==> config.mk <==
export PLATFORM = sky130hd
export DESIGN_NAME = hazard_ctrl
export DESIGN_NICKNAME = d
export VERILOG_FILES = /design/src/rtl/hazard_ctrl.sv
export SDC_FILE = /design/constraint.sdc
export NUM_CORES = 1
export LEC_CHECK = 0
export CAP_MARGIN = 10
export CORE_ASPECT_RATIO = 0.5
export CORE_MARGIN = 2
export CORE_UTILIZATION = 49
export DETAILED_ROUTE_END_ITERATION = 10
export PLACE_DENSITY = 0.86
export SYNTH_ARGS = -nofsm -noshare
export SYNTH_HDL_FRONTEND = slang
export SYNTH_SLANG_ARGS = --single-unit
==> constraint.sdc <==
create_clock -name clk -period 5.4 [get_ports clk]
set_input_delay 1.08 -clock clk [delete_from_list [all_inputs] [get_ports clk]]
set_output_delay 1.08 -clock clk [all_outputs]
set_load 0.05 [all_outputs]
==> src/rtl/hazard_ctrl.sv <==
// rtl/hazard_ctrl.sv - pipeline hazard controller: load-use stall, branch flush, halt drain
module hazard_ctrl #(
  parameter logic [5:0] HALT_OP   = 6'b010001,
  parameter int         DRAIN_CYC = 3
) (
  input  logic        clk,
  input  logic        rst,
  input  logic [31:0] id_inst,
  input  logic        id_valid,
  input  logic        ex_valid,
  input  logic        ex_is_load,
  input  logic [4:0]  ex_rd,
  input  logic        br_taken,
  output logic        hazard,
  output logic        ifid_hold,
  output logic        idex_bubble,
  output logic        flush_ifid,
  output logic        halted,
  output logic [15:0] stall_cnt,
  output logic [15:0] flush_cnt
);

  localparam int CLOG = $clog2(DRAIN_CYC + 1);
  localparam int CW   = (CLOG < 2) ? 2 : CLOG;
  localparam logic [CW-1:0] DRAIN_LOAD = CW'(DRAIN_CYC);
  localparam logic [CW-1:0] CNT_ONE    = CW'(1);

  typedef enum logic [1:0] {RUN = 2'd0, DRAIN = 2'd1, HALTED = 2'd2} state_t;

  state_t        state, state_n;
  logic [CW-1:0] drain_cnt, drain_cnt_n;
  logic          stall_inc, flush_inc;
  logic          load_use;

  logic [5:0] opcode;
  logic [4:0] rs, rt;
  logic       unused_imm;

  assign opcode     = id_inst[31:26];
  assign rs         = id_inst[25:21];
  assign rt         = id_inst[20:16];
  assign unused_imm = ^id_inst[15:0];

  // Load in EX whose destination feeds ID; r0 is never a real dependency
  assign load_use = ex_valid & ex_is_load & id_valid & (ex_rd != 5'd0) &
                    ((ex_rd == rs) | (ex_rd == rt));

  // Next-state and control decode; reset forces every control output low
  always_comb begin
    state_n     = state;
    drain_cnt_n = drain_cnt;
    hazard      = 1'b0;
    ifid_hold   = 1'b0;
    idex_bubble = 1'b0;
    flush_ifid  = 1'b0;
    stall_inc   = 1'b0;
    flush_inc   = 1'b0;
    case (state)
      RUN: begin
        if (br_taken) begin
          flush_ifid  = 1'b1;
          idex_bubble = 1'b1;
          flush_inc   = 1'b1;
        end else if (load_use) begin
          hazard      = 1'b1;
          ifid_hold   = 1'b1;
          idex_bubble = 1'b1;
          stall_inc   = 1'b1;
        end else if (id_valid && (opcode == HALT_OP)) begin
          // The halt itself moves on into EX while fetch freezes
          hazard      = 1'b1;
          ifid_hold   = 1'b1;
          state_n     = DRAIN;
          drain_cnt_n = DRAIN_LOAD;
        end
      end
      DRAIN: begin
        hazard      = 1'b1;
        flush_ifid  = 1'b1;
        idex_bubble = 1'b1;
        if (drain_cnt <= CNT_ONE) begin
          state_n     = HALTED;
          drain_cnt_n = '0;
        end else begin
          drain_cnt_n = drain_cnt - CNT_ONE;
        end
      end
      HALTED: begin
        hazard      = 1'b1;
        ifid_hold   = 1'b1;
        idex_bubble = 1'b1;
      end
      default: begin
        state_n     = RUN;
        drain_cnt_n = '0;
      end
    endcase
    if (rst) begin
      hazard      = 1'b0;
      ifid_hold   = 1'b0;
      idex_bubble = 1'b0;
      flush_ifid  = 1'b0;
      stall_inc   = 1'b0;
      flush_inc   = 1'b0;
    end
  end

  // State, drain counter, halted flag and saturating event counters
  always_ff @(posedge clk) begin
    if (rst) begin
      state     <= RUN;
      drain_cnt <= '0;
      halted    <= 1'b0;
      stall_cnt <= 16'd0;
      flush_cnt <= 16'd0;
    end else begin
      state     <= state_n;
      drain_cnt <= drain_cnt_n;
      halted    <= (state_n == HALTED);
      if (stall_inc && (stall_cnt != 16'hFFFF)) stall_cnt <= stall_cnt + 16'd1;
      if (flush_inc && (flush_cnt != 16'hFFFF)) flush_cnt <= flush_cnt + 16'd1;
    end
  end

endmodule

==> results.ini <==
[yosys]
synth-edff-count=0
synthSimpleGateAreaFrac=0.310
netlist_instances=281
synthMuxAreaShare=0.0664
syn_nets=331
synth_seq_cells=37
ys_warn_count=0
ys.flop_type=dfxtp_1
syn_area_per_cell_um2=8.18
async_reset_ff_frac=0
yosysSeqAreaShare=0.322
yosys-top-cells-area=dfxtp_1, nor2_1, xor2_1, mux2_2, ha_1
synth_compound_area_frac=0.147
netlist_area_um2=2300
yosys-top-cells-count=dfxtp_1, nor2_1, nand2_1, nor3_1, a21oi_1
synth_top_area_share=0.322
yosysTopAreaCell=dfxtp_1
synthAdderAreaFrac=0.0381
yosysUniqueCellTypes=45
synth_top_family_by_area=simple AND/OR/NAND/NOR gates
synth-xor-area-share=0.0648

[pwr]
p_int_mw=0.422
power.total_mw=0.592
pwr-share-comb=0.170
clkPwrFrac=0.357
p_sw_frac=0.287
power.density_nw_per_um2=195
ir_worst_vdd_mv=0.134
seqPwrFrac=0.474
leakagePower_nw=1.02
p_sw_mw=0.170

[detailed_routing]
firstDrtPassIters=4
drt-total-wl_um=5920
post-route-drc-count=0
ant_nets=0
via_count=2351
via_per_inst=5.86
drt_iter0_markers=94
detail_route.wl_per_cell_um=14.8

[timing]
hold_viol=0
clock_skew_ps=11.2
fin_crit_ps=4740
rsz0062_at_grt=false
worst_slew_pin_slew_ps=700
timing.hold.ws_ps=504
timing.final.crit_share=0.878
fmax_mhz=211
max_slew_margin=0.529
fin_setup_tns_ps=0
final_max_slew_viol_count=0
setup_viol=0

[global_route]
grt_max_degree=31
grt_pass1_wl_um=9800
overflow=0
grt_pass1_vias=2216
grt_use_total=0.238
antenna_found_initial=0

[clock_tree]
htree_num_levels=2
cts_tree=done
path_clk_slew_ps=80
cts.repair.resized=0
root_buffer=clkbuf_8
hold_buffers=0
postCtsSetupBuffers=0
cts_buffers=5
clk_latency_ps=300
clkSinkCount=37
cts_buffer_depth=2

[place]
portBuffers=63
dpl.hpwl_um=4320
place_inst=393
gp_congestion=0.879

[floorplan]
die_h_um=52.4
rows=17
die-area_um2=5290
pin_count=80
start_util=0.517
die_w_um=101
core_um2=4450

[status]
status=finished, final reports clean

[layout]
instances_no_fill=401
num_antenna_cells=0
area_delta_synth_final_pct=32.4
nets=393
finish.utilization=0.684
drive_gt1_frac=0.0756

[worst_setup_path]
crit_path_top_delay_cell=clkdlybuf4s50_1
critical_path.top_delay_family=buffers and inverters
startpoint_type=input port
path_cells=clkdlybuf4s50_1, or4_1, o2111a_1, nand2b_1, a31oi_1, clkdlybuf4s50_1
cp.buffers_inverters=2
crit_path_end_kind=output port
slowest_delay_ps=710
crit_path_max_fanout=12
required_ps=4320
crit_top_cell=clkdlybuf4s50_1
path_class=in2out
worstPathArrival_ps=3660

[worst_hold_path]
hold_class=reg2reg

[flow_run]
maxCapViolations=0

-- cells in the final DEF, fill, tap and decap left out, drive strengths merged --
master         count
o211ai             3
a211oi             4
nor3b              2
xnor2              5
clkbuf             6
nand3             10
a22oi              1
and4               1
o21ai              9
a21oi             15
or3                5
o41ai              1
clkdlybuf4s50     63
o22ai              2
o311ai             1
o2111ai            3
mux2              10
o31ai              5
nand2b             4
and3               1
a32o               1
a31oi              4
inv               11
or4b               1
or4                8
nor3              17
o2111a             1
buf                3
nor2              37
nor4               3
ha                 7
dfxtp             37
nor2b             11
mux2i              4
clkinv             2
nand4             14
xor2              12
nand2             19
and3b              1
-- per-layer routing --
metal,share of wire,global-route usage
met1,0.44,0.285
met2,0.49,0.421
met3,0.054,0.0493
met4,0.018,0.100
met5,0,0
-- worst paths after layout --
check	cells after the start	from	slack, ps	to
worst min-delay path	1	flush_cnt[11]	500	flush_cnt[11]
worst max register to register	7	state[0]	2960	stall_cnt[1]
worst min register to register	1	flush_cnt[11]	500	flush_cnt[11]
worst max-delay path	6	ex_rd[1]	660	ifid_hold
-- worst reg2reg max path: cells and delay by family (launching register included) --
kind	cells	cell delay [ps]
AND/OR/NAND/NOR	4	1360
adder cells (fa/ha/maj)	1	390
flip-flops	1	330
AO/OA/AOI/OAI	1	160
buffers and inverters	1	130
-- stage by stage --
| step | area (um^2) | setup slack [ps] |
|---|---|---|
| floorplan | 2300 | 1440 |
| global placement | 2950 | 733 |
| detailed placement | 2950 | 680 |
| CTS | 3040 | 681 |
| global route | 3040 | 556 |
| finish | 3040 | 657 |
-- cells by family after synthesis --
logic type | Yosys count
AO/OA/AOI/OAI | 50
buffers and inverters | 22
flip-flops | 37
XOR/XNOR | 17
AND/OR/NAND/NOR | 134
adder cells (fa/ha/maj) | 7
multiplexers | 14
-- registers in the layout, summed over array words and instances, names as in the netlist --
register,flops
drain_cnt,2
flush_cnt,16
halted,1
stall_cnt,16
state,2
-- cell type report --
cell class	count	area [um^2]
Fill cell	368	1400
Clock buffer	6	82.6
Sequential cell	37	741
Timing Repair Buffer	66	653
Clock inverter	2	13.8
Inverter	11	41.3
Tap cell	57	71.3
Multi-Input combinational cell	222	1440
-- power by group through the flow --
stage                     combinational (mW)  sequential [mW]  clock, mW
final                                  0.100            0.280      0.211
after global routing                   0.109            0.281      0.229
after CTS                             0.0998            0.280      0.214
after detailed placement              0.0993            0.287          0
after global placement                0.0963            0.287          0
after floorplan                       0.0531            0.296          0
No activity file was read; power rests on OpenSTA's default activity.
